--- src/rtl/slc3_pkg.sv ---
// Shared types and encodings for the SLC-3 control sequencer.
// Define SLC3_PAUSE_IR_EN to add the post-fetch IR display pause states.
package slc3_pkg;

  typedef enum logic [4:0] {
    S_HALTED, S_18, S_33, S_35, S_32,
    S_01, S_05, S_09, S_00, S_22, S_12,
    S_04, S_21, S_20, S_06, S_25, S_27,
    S_07, S_23, S_16, S_13_1, S_13_2
`ifdef SLC3_PAUSE_IR_EN
    , S_PAUSE_IR1, S_PAUSE_IR2
`endif
  } slc3_state_e;

  typedef struct packed {
    logic       ld_mar;
    logic       ld_mdr;
    logic       ld_ir;
    logic       ld_ben;
    logic       ld_cc;
    logic       ld_reg;
    logic       ld_pc;
    logic       ld_led;
    logic       gate_pc;
    logic       gate_mdr;
    logic       gate_alu;
    logic       gate_marmux;
    logic [1:0] pcmux;
    logic       drmux;
    logic       sr1mux;
    logic       sr2mux;
    logic       addr1mux;
    logic [1:0] addr2mux;
    logic [1:0] aluk;
  } slc3_ctrl_t;

  localparam logic [1:0] PCMUX_PC1   = 2'b00;
  localparam logic [1:0] PCMUX_BUS   = 2'b01;
  localparam logic [1:0] PCMUX_ADDER = 2'b10;

  localparam logic [1:0] ADDR2_ZERO  = 2'b00;
  localparam logic [1:0] ADDR2_OFF6  = 2'b01;
  localparam logic [1:0] ADDR2_OFF9  = 2'b10;
  localparam logic [1:0] ADDR2_OFF11 = 2'b11;

  localparam logic ADDR1_PC  = 1'b0;
  localparam logic ADDR1_SR1 = 1'b1;

  localparam logic [1:0] ALUK_ADD   = 2'b00;
  localparam logic [1:0] ALUK_AND   = 2'b01;
  localparam logic [1:0] ALUK_NOT   = 2'b10;
  localparam logic [1:0] ALUK_PASSA = 2'b11;

  localparam logic DRMUX_IR = 1'b0;
  localparam logic DRMUX_R7 = 1'b1;

  localparam logic SR1MUX_11_9 = 1'b0;
  localparam logic SR1MUX_8_6  = 1'b1;

  localparam logic [3:0] OP_BR   = 4'b0000;
  localparam logic [3:0] OP_ADD  = 4'b0001;
  localparam logic [3:0] OP_JSR  = 4'b0100;
  localparam logic [3:0] OP_AND  = 4'b0101;
  localparam logic [3:0] OP_LDR  = 4'b0110;
  localparam logic [3:0] OP_STR  = 4'b0111;
  localparam logic [3:0] OP_NOT  = 4'b1001;
  localparam logic [3:0] OP_JMP  = 4'b1100;
  localparam logic [3:0] OP_PSE  = 4'b1101;

  // States that own the SRAM for MEM_WAIT cycles.
  function automatic logic is_access_state(slc3_state_e s);
    return (s == S_33) || (s == S_25) || (s == S_16);
  endfunction

endpackage

--- src/rtl/slc3_wait_ctr.sv ---
// SRAM access timer: loaded with MEM_WAIT-1, counts down to zero.
module slc3_wait_ctr #(
  parameter int MEM_WAIT = 2
) (
  input  logic Clk,
  input  logic Reset,
  input  logic load,
  input  logic dec,
  output logic done
);

  logic [3:0] count_reg;

  always_ff @(posedge Clk) begin
    if (Reset)
      count_reg <= '0;
    else if (load)
      count_reg <= 4'(MEM_WAIT - 1);
    else if (dec && (count_reg != '0))
      count_reg <= count_reg - 4'd1;
  end

  assign done = (count_reg == '0);

endmodule

--- src/rtl/slc3_sequencer.sv ---
// SLC-3 control FSM: fetch/decode/execute with MEM_WAIT-cycle SRAM accesses.
// Optional SLC3_PAUSE_IR_EN adds a Continue handshake after every fetch.
module slc3_sequencer
  import slc3_pkg::*;
#(
  parameter int MEM_WAIT = 2
) (
  input  logic       Clk,
  input  logic       Reset,
  input  logic       Run,
  input  logic       Continue,
  input  logic [3:0] Opcode,
  input  logic       IR_5,
  input  logic       IR_11,
  input  logic       BEN,
  output slc3_ctrl_t Ctrl,
  output logic       Mem_OE,
  output logic       Mem_WE,
  output logic       Mem_CE,
  output logic       Mem_UB,
  output logic       Mem_LB,
  output logic       Halted_o,
  output logic       Illegal
);

  slc3_state_e state_reg, state_next;
  logic        ctr_load, ctr_dec, wait_done;

  always_ff @(posedge Clk) begin
    if (Reset)
      state_reg <= S_HALTED;
    else
      state_reg <= state_next;
  end

  // Reload only on entry so the count survives the whole access.
  assign ctr_load = is_access_state(state_next) && (state_next != state_reg);
  assign ctr_dec  = is_access_state(state_reg);

  slc3_wait_ctr #(.MEM_WAIT(MEM_WAIT)) u_wait_ctr (
    .Clk   (Clk),
    .Reset (Reset),
    .load  (ctr_load),
    .dec   (ctr_dec),
    .done  (wait_done)
  );

  always_comb begin
    state_next = state_reg;
    Ctrl       = '0;
    Mem_OE     = 1'b1;
    Mem_WE     = 1'b1;
    Illegal    = 1'b0;
    unique case (state_reg)
      S_HALTED: if (Run) state_next = S_18;
      S_18: begin
        Ctrl.gate_pc = 1'b1;
        Ctrl.ld_mar  = 1'b1;
        Ctrl.ld_pc   = 1'b1;
        Ctrl.pcmux   = PCMUX_PC1;
        state_next   = S_33;
      end
      S_33, S_25: begin
        Mem_OE = 1'b0;
        if (wait_done) begin
          Ctrl.ld_mdr = 1'b1;
          state_next  = (state_reg == S_33) ? S_35 : S_27;
        end
      end
      S_35: begin
        Ctrl.gate_mdr = 1'b1;
        Ctrl.ld_ir    = 1'b1;
`ifdef SLC3_PAUSE_IR_EN
        state_next    = S_PAUSE_IR1;
`else
        state_next    = S_32;
`endif
      end
`ifdef SLC3_PAUSE_IR_EN
      S_PAUSE_IR1: if (Continue) state_next = S_PAUSE_IR2;
      S_PAUSE_IR2: if (!Continue) state_next = S_32;
`endif
      S_32: begin
        Ctrl.ld_ben = 1'b1;
        case (Opcode)
          OP_ADD:  state_next = S_01;
          OP_AND:  state_next = S_05;
          OP_NOT:  state_next = S_09;
          OP_BR:   state_next = S_00;
          OP_JMP:  state_next = S_12;
          OP_JSR:  state_next = S_04;
          OP_LDR:  state_next = S_06;
          OP_STR:  state_next = S_07;
          OP_PSE:  state_next = S_13_1;
          default: begin
            Illegal    = 1'b1;
            state_next = S_18;
          end
        endcase
      end
      S_01, S_05, S_09: begin
        Ctrl.gate_alu = 1'b1;
        Ctrl.ld_reg   = 1'b1;
        Ctrl.ld_cc    = 1'b1;
        Ctrl.sr1mux   = SR1MUX_8_6;
        Ctrl.sr2mux   = IR_5;
        Ctrl.aluk     = (state_reg == S_01) ? ALUK_ADD :
                        (state_reg == S_05) ? ALUK_AND : ALUK_NOT;
        state_next    = S_18;
      end
      S_00: state_next = BEN ? S_22 : S_18;
      S_22: begin
        Ctrl.ld_pc    = 1'b1;
        Ctrl.pcmux    = PCMUX_ADDER;
        Ctrl.addr1mux = ADDR1_PC;
        Ctrl.addr2mux = ADDR2_OFF9;
        state_next    = S_18;
      end
      S_12, S_20: begin
        Ctrl.ld_pc    = 1'b1;
        Ctrl.pcmux    = PCMUX_ADDER;
        Ctrl.addr1mux = ADDR1_SR1;
        Ctrl.addr2mux = ADDR2_ZERO;
        Ctrl.sr1mux   = SR1MUX_8_6;
        state_next    = S_18;
      end
      S_04: begin
        Ctrl.gate_pc = 1'b1;
        Ctrl.drmux   = DRMUX_R7;
        Ctrl.ld_reg  = 1'b1;
        state_next   = IR_11 ? S_21 : S_20;
      end
      S_21: begin
        Ctrl.ld_pc    = 1'b1;
        Ctrl.pcmux    = PCMUX_ADDER;
        Ctrl.addr1mux = ADDR1_PC;
        Ctrl.addr2mux = ADDR2_OFF11;
        state_next    = S_18;
      end
      S_06, S_07: begin
        Ctrl.sr1mux      = SR1MUX_8_6;
        Ctrl.addr1mux    = ADDR1_SR1;
        Ctrl.addr2mux    = ADDR2_OFF6;
        Ctrl.gate_marmux = 1'b1;
        Ctrl.ld_mar      = 1'b1;
        state_next       = (state_reg == S_06) ? S_25 : S_23;
      end
      S_27: begin
        Ctrl.gate_mdr = 1'b1;
        Ctrl.ld_reg   = 1'b1;
        Ctrl.ld_cc    = 1'b1;
        state_next    = S_18;
      end
      S_23: begin
        Ctrl.sr1mux   = SR1MUX_11_9;
        Ctrl.aluk     = ALUK_PASSA;
        Ctrl.gate_alu = 1'b1;
        Ctrl.ld_mdr   = 1'b1;
        state_next    = S_16;
      end
      S_16: begin
        Mem_WE = 1'b0;
        if (wait_done) state_next = S_18;
      end
      S_13_1: begin
        Ctrl.ld_led = 1'b1;
        if (Continue) state_next = S_13_2;
      end
      S_13_2: if (!Continue) state_next = S_18;
      default: state_next = S_HALTED;
    endcase
  end

  assign Halted_o = (state_reg == S_HALTED);
  assign Mem_CE   = 1'b0;
  assign Mem_UB   = 1'b0;
  assign Mem_LB   = 1'b0;

endmodule

--- config.mk ---
export PLATFORM = sky130hd
export DESIGN_NAME = slc3_sequencer
export DESIGN_NICKNAME = d
export VERILOG_FILES = /design/src/rtl/slc3_pkg.sv /design/src/rtl/slc3_wait_ctr.sv /design/src/rtl/slc3_sequencer.sv
export SDC_FILE = /design/constraint.sdc
export NUM_CORES = 1
export LEC_CHECK = 0
export BUFFER_PORTS_ARGS = -buffer_cell sky130_fd_sc_hd__buf_2
export CAP_MARGIN = 10
export CORE_ASPECT_RATIO = 1.1
export CORE_UTILIZATION = 50
export CTS_CLUSTER_DIAMETER = 200
export DETAILED_ROUTE_END_ITERATION = 8
export PLACE_DENSITY = 0.78
export SYNTH_ARGS = -nofsm -noshare
export SYNTH_HDL_FRONTEND = slang
export SYNTH_HIERARCHICAL = 1
export SYNTH_SLANG_ARGS = --single-unit
export TNS_END_PERCENT = 100
--- constraint.sdc ---
create_clock -name Clk -period 2.9 [get_ports Clk]
set_input_delay 0.58 -clock Clk [delete_from_list [all_inputs] [get_ports Clk]]
set_output_delay 0.58 -clock Clk [all_outputs]
set_load 0.02 [all_outputs]
==> reports/results.ini, run 1 <==
[flow_run]
max-cap-violations = 0

[yosys]
ys_dominant_reg_cell = dfxtp_1
synth_area_leaders = dfxtp_1 (14%), nor2_1 (7.0%), a21oi_1 (5.5%), nor3_1 (4.7%), nor2b_1 (3.9%)
synth_area_per_cell_um2 = 6.88
yosys.area.top_type = dfxtp_1
synth_top_area_share = 0.141
synthCells = 186
synth_edf_count = 0
yosys_register_bits = 9
async_reset_ff_frac = 0
synth.distinct_cells = 54
seq_area_frac_synth = 0.141
ys_warn_count = 6
netlist_area_um2 = 1280

[finish]
syn2layout_area_growth_pct = 13.8
drive_above_1_share = 0.262
most-common-layout-cells = buf_2 (35), nor2_1 (24), a21oi_1 (14)
final_common_cell = buf_2
fill_cells = 237
fin_nets = 227
post-route-util = 0.622
num_antenna_cells = 0
regArea_um2 = 180
largest_reg_flops = 5
multi_input_area_um2 = 973

[outcome]
status = complete, no violations

[sta]
finalCritPeriodShare = 0.918
fin_tns_setup_ns = 0
rsz0062_at_grt = no
drv_slew = 0
fin_crit_ns = 2.66
skew_ns = 0.000709
hold_violations = 0
setup_violations = 0
hold_slack_ns = 0.529
slew_headroom = 0.512
worstMarginPinSlew_ns = 0.731
clock.fmax_mhz = 376

[critical_path]
crit_top_cell = a21oi_1
reg2reg_slack_ns = 0.24
cp-start-kind = flip-flop
critical_path.slowest_cell = or3b_2
cpPeakStageDelay_ns = 0.52
critPathArrivalTime_ns = 2.80
cp_data_required_time_ns = 3.04
endpoint_kind = flip-flop
rr_worst_depth = 11
critPathKind = reg -> reg
crit_fanout = 9
cp_cell_sequence = inv_1 -> ha_1 -> or3b_2 -> inv_2 -> a21oi_1 -> a32o_1 -> a221oi_2 -> nor2b_1 -> o21bai_1 -> a21oi_1 -> o31a_1
rr_startpoint = u_wait_ctr/count_reg[0]
rr_endpoint = u_wait_ctr/count_reg[0]

[drt]
wl_per_cell_um = 13.7
drc = 0
via_count = 1445
drtAntennaViolNets = 0
first_pass_iters = 4
routed_wl_mm = 3.34
viasPerCell = 5.92
drt-initial-drc-count = 36

[grt]
grt_pass1_vias = 1265
grt_max_degree = 27
antenna_found_initial = 0
grt_use_total = 0.256
overflow = 0
grt_pass1_wl_mm = 5.55

[floorplanning]
die_w_um = 50.2
pin_count = 40
dieArea_um2 = 2770
core_area_um2 = 2340
die_h_um = 55.1
start_util = 0.546
rows = 18

[placed_design]
port_buffers = 35
hpwl_mm = 2.47
place_congestion = 0.849

[worst_hold_path]
worstHoldPathCells = 2
min_from = u_wait_ctr/count_reg[3]
hold_class = reg -> reg
hold_path_end = u_wait_ctr/count_reg[3]

[clock_network]
cts_root_buf = clkbuf_4
insertion_delay_ns = 0.25
hold_buffers = 0
cts.reportedPaths.clkPinSlew_ns = 0.06
htreeDepth = 1
cts_buffer_depth = 2
cts_tree = built
numClockSinks = 9
cts_setup_buffers = 0
cts_buffers = 3

[power_and_ir_drop]
p_leak_nw = 0.674
cellPowerDensity_nw_per_um2 = 352
vdd_ir_drop_max_v = 0.000359

[cell families after synthesis]
family | count (synthesis) | synth area share
buffers and inverters | 26 | 0.116
adder cells (fa/ha/maj) | 2 | 0.0176
XOR/XNOR | 4 | 0.0274
multiplexers | 1 | 0.00880
AND/OR/NAND/NOR | 97 | 0.448
flip-flops | 9 | 0.141
AO/OA/AOI/OAI | 46 | 0.239
other | 1 | 0.00293
[repair_timing]
item,CTS,global route
endpoints found under the hold margin,0,0
endpoints found under the setup margin,0,4
gates resized for setup,0,3
[critical path: cells and delay by family, from the launching register on]
kind	cells	cell delay, ns
buffers and inverters	2	0.26
AOI/OAI and AO/OA	6	1.20
adders and majority gates	1	0.18
and+or+nand+nor	2	0.60
DFF	1	0.31
[routing by layer]
metal | GRT usage | wire (µm) | vias up
li1 | - | - | 720
met1 | 0.307 | 1440 | 676
met2 | 0.496 | 1730 | 47
met3 | 0.0109 | 156 | 2
met4 | 0.0762 | 21 | 0
met5 | 0 | 0 | -
[Yosys cell counts, types with 3 or more instances]
library cell,n
buf_4,5
nor4b_1,3
and3b_1,3
a21oi_1,14
a221oi_1,3
buf_6,3
buf_2,8
nand2b_1,7
dfxtp_1,9
a211oi_1,3
a21o_1,3
nor2b_1,8
nor2_1,24
and4b_1,3
a31oi_1,3
nor3_1,12
xnor2_1,3
nand2_1,10
o21ai_0,6
inv_1,7
nand3b_1,3
[how the worst max path moves through the flow]
stage	from	end	slack [ns]	cells past startpoint
6_report	u_wait_ctr/count_reg[0]	u_wait_ctr/count_reg[0]	0.24	11
5_1_grt	u_wait_ctr/count_reg[0]	u_wait_ctr/count_reg[0]	0.08	11
4_1_cts	u_wait_ctr/count_reg[0]	u_wait_ctr/count_reg[0]	0.08	11
3_5_place_dp	u_wait_ctr/count_reg[0]	u_wait_ctr/count_reg[0]	0.10	11
3_3_place_gp	u_wait_ctr/count_reg[0]	u_wait_ctr/count_reg[0]	0.24	11
2_1_floorplan	u_wait_ctr/count_reg[0]	u_wait_ctr/count_reg[0]	0.40	11
[per-stage QoR]
stage	power, mW	setup WS (ns)	std cells	cell area, µm²
finish	0.513	0.239	244	1460
global route	0.552	0.0822	244	1460
CTS	0.510	0.0772	244	1450
detailed placement	0.415	0.101	240	1420
global placement	0.403	0.240	240	1420
floorplan	0.358	0.398	189	1290
[power breakdown]
part           internal [mW]  total (mW)  switching, mW
Clock                 0.0528      0.0927         0.0399
Combinational          0.103       0.262          0.159
Sequential             0.134       0.158         0.0248
Total                  0.289       0.513          0.224
[layout make-up]
class                   count  share of cell area
inverters                   7              0.0180
repair buffers             40               0.146
flip-flops and latches      9               0.124
multi-input cells         154               0.668
clock buffers               4              0.0180
well taps                  30              0.0258
Note: power is estimated with default switching activity, not from simulation.
==> run 2, diff against run 1 <==
Settings changed: PLACE_DENSITY 0.78 to 0.84.
==> reports/results.ini, run 2 (synthesis gave the netlist of run 1 again) <==
[outcome]
status = complete, no violations

[finish]
largest_reg_flops = 5  ; unchanged
final_common_cell = buf_2
num_antenna_cells = 0  ; unchanged
fill_cells = 240  ; +1.3%
drive_above_1_share = 0.264  ; +0.00221
most-common-layout-cells = buf_2 (35), nor2_1 (24), a21oi_1 (13)
syn2layout_area_growth_pct = 14.9
fin_nets = 229  ; +0.88%

[drt]
viasPerCell = 5.72  ; -3.5%
first_pass_iters = 4  ; unchanged
via_count = 1406  ; -2.7%
routed_wl_mm = 3.07  ; -8.3%
wl_per_cell_um = 12.5  ; -9.1%
drtAntennaViolNets = 0  ; unchanged
drc = 0  ; unchanged
drt-initial-drc-count = 35  ; -2.8%

[sta]
hold_violations = 0  ; unchanged
fin_crit_ns = 2.71  ; +0.0513 ns
drv_slew = 0  ; unchanged
hold_slack_ns = 0.506  ; -0.0231 ns
clock.fmax_mhz = 369  ; -1.9%
setup_violations = 0  ; unchanged
skew_ns = 0.00947  ; +0.00876 ns
slew_headroom = 0.633  ; +0.121
rsz0062_at_grt = no
finalCritPeriodShare = 0.935  ; +0.0177
worstMarginPinSlew_ns = 0.549  ; -0.182 ns
fin_tns_setup_ns = 0  ; unchanged

[power_and_ir_drop]
p_comb_frac = 0.521  ; +0.010
p_seq_frac = 0.291  ; -0.018
p_leak_nw = 0.684  ; +1.4%
clock_power_share = 0.187  ; +0.006
vdd_ir_drop_max_v = 0.000305  ; -15%
cellPowerDensity_nw_per_um2 = 354  ; +0.44%
p_sw_frac = 0.433  ; -0.00353
power.internal_uw = 295  ; +2.0%
switchingPower_uw = 225  ; +0.57%

[critical_path]
endpoint_kind = flip-flop
reg2reg_slack_ns = 0.19  ; -0.05 ns
rr_endpoint = u_wait_ctr/count_reg[0]
critical_path.slowest_cell = or3b_2
critPathArrivalTime_ns = 2.87  ; +0.07 ns
cpPeakStageDelay_ns = 0.50  ; -0.02 ns
crit_fanout = 9  ; unchanged
critPathKind = reg -> reg
crit_buf_inv = 2  ; unchanged
rr_worst_depth = 11  ; unchanged
cp_cell_sequence = inv_1 -> ha_1 -> or3b_2 -> inv_1 -> nor2b_1 -> and3_1 -> a211oi_1 -> nor2_1 -> o21bai_1 -> a21oi_2 -> o31a_1
crit_top_cell = inv_1
cp_data_required_time_ns = 3.06  ; +0.02 ns
crit_start = u_wait_ctr/count_reg[0]
rr_startpoint = u_wait_ctr/count_reg[0]
cp-start-kind = flip-flop
critical_path.top_delay_family = compound AO/OA/AOI/OAI gates

[grt]
overflow = 0  ; unchanged
grt_pass1_wl_mm = 4.86  ; -13%
grt_use_total = 0.222  ; -0.0337
antenna_found_initial = 0  ; unchanged
grt_max_degree = 18  ; -33%
grt_pass1_vias = 1158  ; -8.5%

[clock_network]
cts_tree = built
numClockSinks = 9  ; unchanged
insertion_delay_ns = 0.27  ; +0.02 ns
cts_buffer_depth = 2  ; unchanged
htreeDepth = 1  ; unchanged
cts_buffers = 3  ; unchanged
cts_setup_buffers = 0  ; unchanged
cts.reportedPaths.clkPinSlew_ns = 0.06  ; about the same
cts_root_buf = clkbuf_4

[floorplanning]
die_h_um = 55.1  ; unchanged
die_w_um = 50.2  ; unchanged
rows = 18  ; unchanged
pin_count = 40  ; unchanged
start_util = 0.546  ; unchanged
dieArea_um2 = 2770  ; unchanged
core_area_um2 = 2340  ; unchanged

[placed_design]
place_congestion = 0.812  ; -4.3%
port_buffers = 35  ; unchanged
hpwl_mm = 2.31  ; -6.4%

[worst_hold_path]
hold_class = reg -> reg
worstHoldPathCells = 2  ; unchanged
hold_path_end = u_wait_ctr/count_reg[3]
min_from = u_wait_ctr/count_reg[3]

[flow_run]
max-cap-violations = 0  ; unchanged

## run 2: how the worst max path moves through the flow
stage / end / slack (ns) / cells after the start
finish: u_wait_ctr/count_reg[0] / 0.19 / 11
global route: u_wait_ctr/count_reg[0] / 0.07 / 11
CTS: u_wait_ctr/count_reg[0] / 0.09 / 11
detailed placement: u_wait_ctr/count_reg[0] / 0.14 / 11
global placement: u_wait_ctr/count_reg[1] / 0.21 / 11
floorplan: u_wait_ctr/count_reg[0] / 0.40 / 11
## run 2: power groups by stage
stage	logic, mW	registers [mW]	clock network (mW)
after floorplan	0.217	0.141	0
after global placement	0.260	0.153	0
after CTS	0.266	0.150	0.101
after detailed placement	0.265	0.153	0
after global routing	0.300	0.153	0.107
final	0.271	0.152	0.0974
## run 2: per-stage QoR
| step | util | cells | worst slack [ns] | instance area (µm²) | total power [mW] |
|---|---|---|---|---|---|
| final | 0.628 | 246 | 0.187 | 1470 | 0.520 |
| after global routing | 0.628 | 246 | 0.0728 | 1470 | 0.560 |
| after CTS | 0.623 | 246 | 0.0924 | 1460 | 0.518 |
| after detailed placement | 0.612 | 242 | 0.140 | 1430 | 0.418 |
| after global placement | 0.612 | 242 | 0.207 | 1430 | 0.413 |
| after floorplan | - | 189 | 0.398 | 1290 | 0.358 |
## run 2: metal layers
| metal | global-route usage | routed length, µm | part of all wire | vias up |
|---|---|---|---|---|
| met5 | 0 | 0 | 0 | - |
| met4 | 0.0762 | 18 | 0.0059 | 0 |
| met3 | 0.00820 | 136 | 0.044 | 2 |
| met2 | 0.402 | 1500 | 0.49 | 40 |
| met1 | 0.284 | 1410 | 0.46 | 638 |
| li1 | - | - | - | 726 |
## run 2: cell type report
class | count | area [µm²] | share of cell area
inverter | 7 | 26.3 | 0.0179
tap | 30 | 37.5 | 0.0255
timing repair buffer | 42 | 228 | 0.155
multi-input combinational | 154 | 972 | 0.661
sequential | 9 | 180 | 0.123
clock buffer | 4 | 26.3 | 0.0179
## run 2: timing repair
| item | in CTS | in global routing |
|---|---|---|
| gates resized for setup | 0 | 2 |
| hold buffers | 0 | 0 |
| endpoints found under the setup margin | 0 | 4 |
## run 2: tightest hold or removal path, stage by stage, from the launching register on
cell and delay (ns):
dfxtp_1 0.33, nand2_1 0.07, a211oi_2 0.05
